**src/rtl/ifu_fetch_pkg.sv**
```systemverilog
// Shared definitions for the instruction fetch unit: FSM encodings, fetch width
// and the per-request tag carried from request to response.
package ifu_fetch_pkg;

  localparam int FETCH_W = 64;
  localparam int INSTR_W = 32;

  typedef enum logic [1:0] {
    FETCH = 2'd0,
    DRAIN = 2'd1,
    FENCE = 2'd2
  } ifu_state_e;

  // Doubleword base of an in-flight request plus whether its low word is skipped.
  typedef struct packed {
    logic [28:0] base;
    logic        skip;
  } fetch_tag_t;

endpackage

```
**src/rtl/ifu_iqueue.sv**
```systemverilog
// Instruction queue: circular buffer of PC-tagged 32-bit words with up to two
// pushes and one pop per cycle; flush empties it in a single cycle.
module ifu_iqueue
  import ifu_fetch_pkg::*;
#(
  parameter int QD = 8
) (
  input  logic                 clk,
  input  logic                 rst,
  input  logic                 flush,
  input  logic [1:0]           push_cnt,
  input  logic [INSTR_W-1:0]   push_data0,
  input  logic [31:0]          push_pc0,
  input  logic [INSTR_W-1:0]   push_data1,
  input  logic [31:0]          push_pc1,
  input  logic                 pop,
  output logic [INSTR_W-1:0]   head_data,
  output logic [31:0]          head_pc,
  output logic [$clog2(QD):0]  count
);

  localparam int AW = $clog2(QD);

  logic [INSTR_W-1:0] data_mem_r [QD];
  logic [31:0]        pc_mem_r   [QD];
  logic [AW-1:0]      wr_ptr_r;
  logic [AW-1:0]      rd_ptr_r;
  logic [AW:0]        count_r;
  logic [AW-1:0]      wr_ptr1_s;
  logic               pop_s;

  assign pop_s     = pop && (count_r != '0);
  assign wr_ptr1_s = wr_ptr_r + AW'(1);

  // Pointer and occupancy bookkeeping.
  always_ff @(posedge clk) begin
    if (rst || flush) begin
      wr_ptr_r <= '0;
      rd_ptr_r <= '0;
      count_r  <= '0;
    end else begin
      wr_ptr_r <= wr_ptr_r + AW'(push_cnt);
      rd_ptr_r <= rd_ptr_r + AW'(pop_s);
      count_r  <= count_r + (AW+1)'(push_cnt) - (AW+1)'(pop_s);
    end
  end

  // Entry storage; the second push always lands one slot after the first.
  always_ff @(posedge clk) begin
    if (!flush && (push_cnt != 2'd0)) begin
      data_mem_r[wr_ptr_r] <= push_data0;
      pc_mem_r[wr_ptr_r]   <= push_pc0;
    end
    if (!flush && (push_cnt == 2'd2)) begin
      data_mem_r[wr_ptr1_s] <= push_data1;
      pc_mem_r[wr_ptr1_s]   <= push_pc1;
    end
  end

  assign head_data = data_mem_r[rd_ptr_r];
  assign head_pc   = pc_mem_r[rd_ptr_r];
  assign count     = count_r;

endmodule

```
**src/rtl/ifu_fetch.sv**
```systemverilog
// Instruction fetch unit: issues 8-byte fetches, splits responses into a PC-tagged
// queue, handles redirects. Optional fence.i sequencing is enabled by IFU_FENCEI_EN.
module ifu_fetch
  import ifu_fetch_pkg::*;
#(
  parameter logic [31:0] RESET_PC = 32'h8000_0000,
  parameter int          QD       = 8
) (
  input  logic               CLK,
  input  logic               RST,
  output logic               ifu_req_valid,
  input  logic               ifu_req_ready,
  output logic [31:0]        ifu_addr_req,
  input  logic [FETCH_W-1:0] ifu_data_rsp,
  input  logic               ifu_rsp_valid,
  output logic               ifu_rsp_ready,
  input  logic               redirect_valid,
  input  logic [31:0]        redirect_pc,
  input  logic               fencei_valid,
  output logic               il1_fence,
  output logic               instr_valid,
  input  logic               instr_ready,
  output logic [INSTR_W-1:0] instr_data,
  output logic [31:0]        instr_pc
);

  localparam int CW = $clog2(QD) + 1;

  ifu_state_e         state_r, state_nx_s;
  logic [31:2]        fetch_pc_r;
  logic [1:0]         outst_r, outst_nx_s, drop_r;
  fetch_tag_t         tag_r [2];
  fetch_tag_t         new_tag_s;
  logic [1:0]         tag_cnt_r;
  logic [CW-1:0]      q_count_s, free_s;
  logic [2:0]         need_s;
  logic               fence_take_s, flush_s, req_valid_s, req_fire_s;
  logic               rsp_fire_s, rsp_live_s, pop_s;
  logic [1:0]         push_cnt_s;
  logic [INSTR_W-1:0] push_data0_s, push_data1_s;
  logic [31:0]        push_pc0_s, push_pc1_s;
  logic               unused_pc_bits_s;

`ifdef IFU_FENCEI_EN
  assign fence_take_s = !RST && (state_r == FETCH) && fencei_valid;
  assign il1_fence    = !RST && (state_r == FENCE);
`else
  logic unused_fencei_s;
  assign unused_fencei_s = fencei_valid;
  assign fence_take_s    = 1'b0;
  assign il1_fence       = 1'b0;
`endif

  assign unused_pc_bits_s = ^redirect_pc[1:0];
  assign flush_s    = !RST && (redirect_valid || fence_take_s);
  assign free_s     = CW'(QD) - q_count_s;
  // Room for every word of every request already in flight plus the new one.
  assign need_s     = {outst_r, 1'b0} + 3'd2;
  assign req_valid_s = !RST && (state_r == FETCH) && !redirect_valid && !fence_take_s &&
                       (outst_r < 2'd2) && (drop_r == 2'd0) && (free_s >= CW'(need_s));
  assign req_fire_s = req_valid_s && ifu_req_ready;
  // Responses with nothing outstanding (e.g. just after reset) are ignored.
  assign rsp_fire_s = !RST && ifu_rsp_valid && (outst_r != 2'd0);
  assign rsp_live_s = rsp_fire_s && (drop_r == 2'd0) && !flush_s;
  assign new_tag_s  = '{base: fetch_pc_r[31:3], skip: fetch_pc_r[2]};

  assign ifu_req_valid = req_valid_s;
  assign ifu_addr_req  = {fetch_pc_r[31:3], 3'b000};
  assign ifu_rsp_ready = 1'b1;
  assign instr_valid   = !RST && (q_count_s != '0);
  assign pop_s         = instr_valid && instr_ready;

  // Net outstanding-request count for this cycle's handshakes.
  always_comb begin
    outst_nx_s = outst_r;
    if (req_fire_s && !rsp_fire_s) begin
      outst_nx_s = outst_r + 2'd1;
    end else if (!req_fire_s && rsp_fire_s) begin
      outst_nx_s = outst_r - 2'd1;
    end else begin
      outst_nx_s = outst_r;
    end
  end

  // Next-state logic for the fetch / fence sequencer.
  always_comb begin
    state_nx_s = state_r;
    case (state_r)
      FETCH: begin
        if (fence_take_s) state_nx_s = DRAIN;
        else              state_nx_s = FETCH;
      end
      DRAIN: begin
        if (outst_r == 2'd0) state_nx_s = FENCE;
        else                 state_nx_s = DRAIN;
      end
      FENCE:   state_nx_s = FETCH;
      default: state_nx_s = FETCH;
    endcase
  end

  // Control registers: state, fetch PC, outstanding and drop counters.
  always_ff @(posedge CLK) begin
    if (RST) begin
      state_r    <= FETCH;
      fetch_pc_r <= RESET_PC[31:2];
      outst_r    <= 2'd0;
      drop_r     <= 2'd0;
    end else begin
      state_r <= state_nx_s;
      outst_r <= outst_nx_s;
      if (flush_s) begin
        fetch_pc_r <= redirect_pc[31:2];
      end else if (req_fire_s) begin
        fetch_pc_r <= {fetch_pc_r[31:3] + 29'd1, 1'b0};
      end
      if (flush_s) begin
        drop_r <= outst_nx_s;
      end else if (rsp_fire_s && (drop_r != 2'd0)) begin
        drop_r <= drop_r - 2'd1;
      end
    end
  end

  // In-order tags of live requests; responses always return in request order.
  always_ff @(posedge CLK) begin
    if (RST || flush_s) begin
      tag_cnt_r <= 2'd0;
    end else begin
      case ({req_fire_s, rsp_live_s})
        2'b10: begin
          tag_r[tag_cnt_r[0]] <= new_tag_s;
          tag_cnt_r           <= tag_cnt_r + 2'd1;
        end
        2'b01: begin
          tag_r[0]  <= tag_r[1];
          tag_cnt_r <= tag_cnt_r - 2'd1;
        end
        2'b11: begin
          if (tag_cnt_r == 2'd1) begin
            tag_r[0] <= new_tag_s;
          end else begin
            tag_r[0] <= tag_r[1];
            tag_r[1] <= new_tag_s;
          end
        end
        default: tag_cnt_r <= tag_cnt_r;
      endcase
    end
  end

  // Split a live response into one or two queue entries.
  always_comb begin
    push_cnt_s   = 2'd0;
    push_data0_s = ifu_data_rsp[31:0];
    push_pc0_s   = {tag_r[0].base, 3'b000};
    push_data1_s = ifu_data_rsp[63:32];
    push_pc1_s   = {tag_r[0].base, 3'b100};
    if (rsp_live_s) begin
      if (tag_r[0].skip) begin
        push_cnt_s   = 2'd1;
        push_data0_s = ifu_data_rsp[63:32];
        push_pc0_s   = {tag_r[0].base, 3'b100};
      end else begin
        push_cnt_s = 2'd2;
      end
    end else begin
      push_cnt_s = 2'd0;
    end
  end

  ifu_iqueue #(.QD(QD)) u_iqueue (
    .clk        (CLK),
    .rst        (RST),
    .flush      (flush_s),
    .push_cnt   (push_cnt_s),
    .push_data0 (push_data0_s),
    .push_pc0   (push_pc0_s),
    .push_data1 (push_data1_s),
    .push_pc1   (push_pc1_s),
    .pop        (pop_s),
    .head_data  (instr_data),
    .head_pc    (instr_pc),
    .count      (q_count_s)
  );

endmodule

```
**config.mk**
```make
export PLATFORM = sky130hd
export DESIGN_NAME = ifu_fetch
export DESIGN_NICKNAME = d
export VERILOG_FILES = /design/src/rtl/ifu_fetch_pkg.sv /design/src/rtl/ifu_iqueue.sv /design/src/rtl/ifu_fetch.sv
export SDC_FILE = /design/constraint.sdc
export NUM_CORES = 1
export LEC_CHECK = 0
export ABC_AREA = 1
export CORE_ASPECT_RATIO = 0.5
export CORE_MARGIN = 3
export CORE_UTILIZATION = 53
export DETAILED_ROUTE_END_ITERATION = 6
export PLACE_DENSITY = 0.84
export SLEW_MARGIN = 40
export SYNTH_ARGS = -nofsm -noshare
export SYNTH_HDL_FRONTEND = slang
export SYNTH_SLANG_ARGS = --single-unit
```
**constraint.sdc**
```tcl
create_clock -name CLK -period 4.15 [get_ports CLK]
set_input_delay 0.83 -clock CLK [delete_from_list [all_inputs] [get_ports CLK]]
set_output_delay 0.83 -clock CLK [all_outputs]
set_load 0.005 [all_outputs]
```
# Word level (Yosys, flattened, before mapping)
# Memory sizes are Yosys's and may differ from the RTL's. A register that Yosys moved wholly into a read port is not among the register bits.
# Index checks and enable logic that the tools add are counted.
[word_totals]
ff_bits = 48
mem_bits_rw = 572
out_inout_bits = 100
elab_cells = 111
memories = 3
[memory_table]
columns = ["name", "words", "width", "read_ports", "rd_ports_with_merged_regs", "write_ports", "line", "rtl"]
rows = [
  ["u_iqueue.data_mem_r", 8, 32, 1, 1, 2, "ifu_iqueue.sv:24", "logic [INSTR_W-1:0] data_mem_r [QD];"],
  ["u_iqueue.pc_mem_r", 8, 32, 1, 1, 2, "ifu_iqueue.sv:25", "logic [31:0] pc_mem_r [QD];"],
  ["tag_r", 2, 30, 2, 0, 2, "ifu_fetch.sv:32", "fetch_tag_t tag_r [2];"],
]
[classes]
n_addsub = 13
magnitude_cmp = 2
n_eq_ne = 6
mux = 39
bitwise = 3
n_reduce_logical = 37
[ops]
columns = ["op", "count"]
rows = [
  ["$mux W30", 5],
  ["$mux W32", 2],
  ["$reduce_or A30 Y1", 1],
  ["$add A29 B1 Y29 const B", 1],
  ["$mux W1", 20],
  ["$logic_and A1 B1 Y1", 19],
  ["$mux W2", 7],
  ["$mux W3", 4],
  ["$reduce_bool A2 Y1", 6],
  ["$eq A2 B1 Y1 const B", 3],
  ["$eq A2 B2 Y1 const B", 3],
  ["$logic_not A2 Y1", 3],
  ["$sub A2 B1 Y2 const B", 3],
  ["$logic_not A1 Y1", 5],
  ["$add A2 B1 Y2 const B", 2],
  ["$add A4 B2 Y4", 1],
  ["$ge A4 B3 Y1", 1],
  ["$pmux W2 S2", 1],
  ["$reduce_bool A4 Y1", 1],
  ["$sub A4 B1 Y4", 1],
  ["$sub A4 B4 Y4 const A", 1],
  ["$add A3 B1 Y3", 1],
  ["$add A3 B1 Y3 const B", 1],
  ["$add A3 B2 Y3", 1],
  ["6 further kinds", 7],
]

# Depth between registers and ports, before layout
[logic_depth]
depth_word = 15
ltp_mapped = 17
depth_no_buf = 16

# Modules after synthesis
# A second synthesis with hierarchy kept.
[unflattened]
hier_cells = 4736
hier_area_um2 = 36197.2
[by_module_without_submodules]
columns = ["module", "n_inst", "cells_per_inst", "area_each_um2"]
rows = [
  ["ifu_iqueue", 1, 4085, 30694.4],
  ["ifu_fetch", 1, 651, 5502.8],
]

# Least setup slack after synthesis
# No wires, ideal clock.
[synth_timing]
path_kind = "input -> register"
start = "in redirect_valid"
end = "mem tag_r[1][0] (netlist bit), enable pin"
arrival_time_ns = 3.849
setup_slack_ns = -0.158
stages = 8
path_buffers = 0
cell_sequence = "inv_2 > nand2_4 > nor3_2 > nand3_2 > inv_1 > ha_1 > nand2_1 > o21ai_0"
[synth_lines]
columns = ["item", "line", "rtl"]
rows = [
  ["start: declaration", "ifu_fetch.sv:17", "input logic redirect_valid,"],
  ["end: declaration", "ifu_fetch.sv:32", ""],
]

==> metrics.md <==
| Metric | Value |
|---|---|
| Dpl ws | `between 0.3 and 0.4 ns` |
| LEAKAGE | `between 0.01 and 0.015 uW` |
| Fraction of layout cells with a size suffix above 1 | `between 7 and 8%` |
| Crit-path max FO | `between 100 and 150` |
| Psw | `3070 uW` |
| Library cells used by synthesis | `43` |
| DR iter-0 viols | `3,045` |
| Routed WL per cell | `19.4 um` |
| Max incr delay on CP | `roughly 0.58 ns` |
| Syn avg cell area | `between 9 and 10 um^2` |
| CP Class | `reg -> out` |
| DRC viols | `10` |
| Synth area leaders | `edfxtp_1 (56%), nor2_1 (10%), o21ai_0 (6.2%), nand2_1 (5.9%), dfxtp_1 (3.8%)` |
| CTS tree | `done` |
| Int Power | `roughly 10,000 uW` |
| Die Y | `173 um` |
| Synth top area share | `~56%` |
| Worst Path Required | `~3.3 ns` |
| Status | `complete, but fails checks` |
| Pwr Total | `around 13,000 uW` |
| Placed Area | `approximately 32,000 um^2` |
| Initial Util | `54.2%` |
| Primary FF master, synth | `edfxtp_1` |
| Register bit total from synthesis | `approximately 600` |
| PostCTS Resize Cnt | `0` |
| Area leader, netlist | `edfxtp_1` |
| Gpl congestion | `just over 0.9` |
| Worst path slowest cell | `clkdlybuf4s50_1` |
| CTS max path bufs | `3` |
| Vias in the first global route | `between 20,000 and 25,000` |
| Vias | `roughly 23,000` |
| Period utilization | `around 96%` |
| CTS Buf Count | `53` |
| Skew-Pair Late Insertion Delay | `~0.60 ns` |
| Logic gate share of total power | `between 10% and 20%` |
| PortBufs | `~190` |
| Post-CTS setup buffer count | `0` |
| H-tree lvl count | `2` |
| Max-cap viol count | `0` |
| Hold crit path type | `reg -> reg` |
| Core area | `about 54,000 um^2` |
| Largest net degree at the start of global routing | `between 200 and 250` |
| Cell area power density | `slightly below 400 nW/um^2` |
| Violated checks | `design-rule violations` |
| Final setup fails | `0` |
| RSZ-0062 raised after global routing | `false` |
| Switching Share | `between 20% and 30%` |
| Die area | `58,500 um^2` |
| Peak VDD IR | `0.000362 V` |
| Antenna diode count | `0` |
| CP arrival | `roughly 3.2 ns` |
| Max-slew violation count | `0` |
| Final ANT Viol Nets | `0` |
| Worst slew margin | `between 40% and 50%` |
| Total global routing overflow | `0` |
| Die W | `~340 um` |
| Number of synthesized flops with an enable pin | `around 550` |
| Yosys warns | `0` |
| Nets | `between 3,000 and 4,000` |
| Tot GR Track Use | `about a quarter` |
| Final hold vios | `0` |
| F_max | `approximately 0.25 GHz` |
| WL final | `between 70 and 80 mm` |
| Endpoint class of the critical path | `output port` |
| Minimum clock period | `4.00 ns` |
| FP Rows | `60` |
| Most frequent cell after synthesis | `nor2_1` |
| Initial antenna violation count | `0` |
| Post-synthesis sequential area ratio | `between 50% and 60%` |
| Post-route cell area | `33,400 um^2` |
| Synth Instances | `between 3,000 and 4,000` |
| Area growth, synth to finish | `13.6%` |
| Hpwl dp | `43.6 mm` |
| Reg clk slew, reported paths | `around 0.070 ns` |
| Vias per cell | `~6` |
| Asr flop ratio synth | `0%` |
| Worst-margin pin slew | `between 0.8 and 0.9 ns` |
| Mapped cell area | `about 30,000 um^2` |
| Critical path, cell by cell | `buf_12 > buf_16 > o21ai_0 > o22ai_1 > nor2_1 > a31oi_1 > clkdlybuf4s50_1` |
| Skew final | `about 0.024 ns` |
| Startpoint types | `register` |
| Clock Sinks | `between 600 and 700` |
| Share of total power in sequential cells | `52.4%` |
| Number of I/O pins | `about 200` |
| Clk root buf | `clkbuf_16` |
| Setup ws final | `approximately 0.15 ns` |
| # hold bufs at CTS | `0` |
| First-pass GRT wire length | `121 mm` |
| Most instantiated cells after synthesis | `nor2_1 (787), edfxtp_1 (548), nand2_1 (463)` |
| Sum Neg Setup Slack | `0 ns` |
| Clk pwr share | `a little under two fifths` |
| Core Util, Final | `61.5%` |
| First-pass iteration count of the detailed router | `7` |
-- per-stage QoR --
step,cells,hold WS [ns]
global placement,3896,0.415
CTS,3993,0.456
global route,3994,0.469
floorplan,3144,0.408
detailed placement,3896,0.440
finish,3994,0.461
-- critical path, delay by kind of cell, from the launching register on --
family / cells / cell delay [ns]
flip-flops: 1 / 0.38
buffers and inverters: 3 / 1.31
AO/OA/AOI/OAI: 3 / 0.71
AND/OR/NAND/NOR: 1 / 0.06
-- power by group through the flow --
stage,Clock [uW],Sequential [uW],Combinational (uW)
after CTS,4930,6850,1300
after floorplan,0,6940,857
after global routing,5180,6860,1460
after global placement,0,6970,1240
final,4920,6850,1300
after detailed placement,0,6980,1290
-- registers in the layout, indices dropped and copies added (netlist names) --
name,cells
u_iqueue.data_mem_r,256
fetch_pc_r,30
state_r,2
u_iqueue.count,4
u_iqueue.wr_ptr_r,3
tag_cnt_r,2
tag_r,60
u_iqueue.pc_mem_r,240
outst_r,2
drop_r,2
u_iqueue.rd_ptr_r,3
-- final timing paths --
path	slack [ns]	endpoint	start	cells past startpoint
min	0.46	tag_r[1][0]	fetch_pc_r[2]	0
min reg2reg	0.46	tag_r[1][0]	fetch_pc_r[2]	0
max	0.15	instr_data[27]	u_iqueue.rd_ptr_r[0]	7
max reg2reg	0.89	tag_r[0][14]	u_iqueue.count[0]	16
-- area by class of cell --
class	instances	area, um^2
multi-input cells	2145	10100
flip-flops and latches	604	17600
repair buffers	245	2530
fillers	4112	20900
well taps	744	931
inverters	159	613
clock buffers	71	1470
clock inverters	26	229
-- layer usage --
layer | up-vias | share of wire, % | track usage [%]
li1 | 10816 | - | -
met2 | 1395 | 48 | 43.2
met5 | - | 0 | 0
met4 | 0 | 3.9 | 10.8
met1 | 10852 | 38 | 33.6
met3 | 240 | 10 | 3.99
-- cells in the final DEF (no fill, tap or decap), drive strengths merged, types with 4 or more instances in the layout --
cell type and n:
nor2 797, conb 7, xnor2 5, mux2 7, or2 11, clkinv 20
bufinv 4, xor2 6, nor3 9, inv 159, clkdlybuf4s50 192, edfxtp 548
clkbuf 71, o22ai 62, ha 20, a21oi 49, a31oi 63, nand2 468
o211ai 6, o21ai 566, dfxtp 56, nand4 4, nand3 54, buf 53
o31ai 5
-- cells by family (layout without fill, tap and decap cells) --
kind of cell	count (synthesis)	count (layout)	share of synthesized area, %
AND/OR/NAND/NOR	1345	1345	18.0
AO/OA/AOI/OAI	752	752	14.4
flip-flops	604	604	59.8
buffers and inverters	395	501	6.17
adder cells (fa/ha/maj)	22	22	0.987
XOR/XNOR	11	11	0.328
multiplexers	8	8	0.302
other	2	7	0.0255
(Power assumes the default switching activity.)
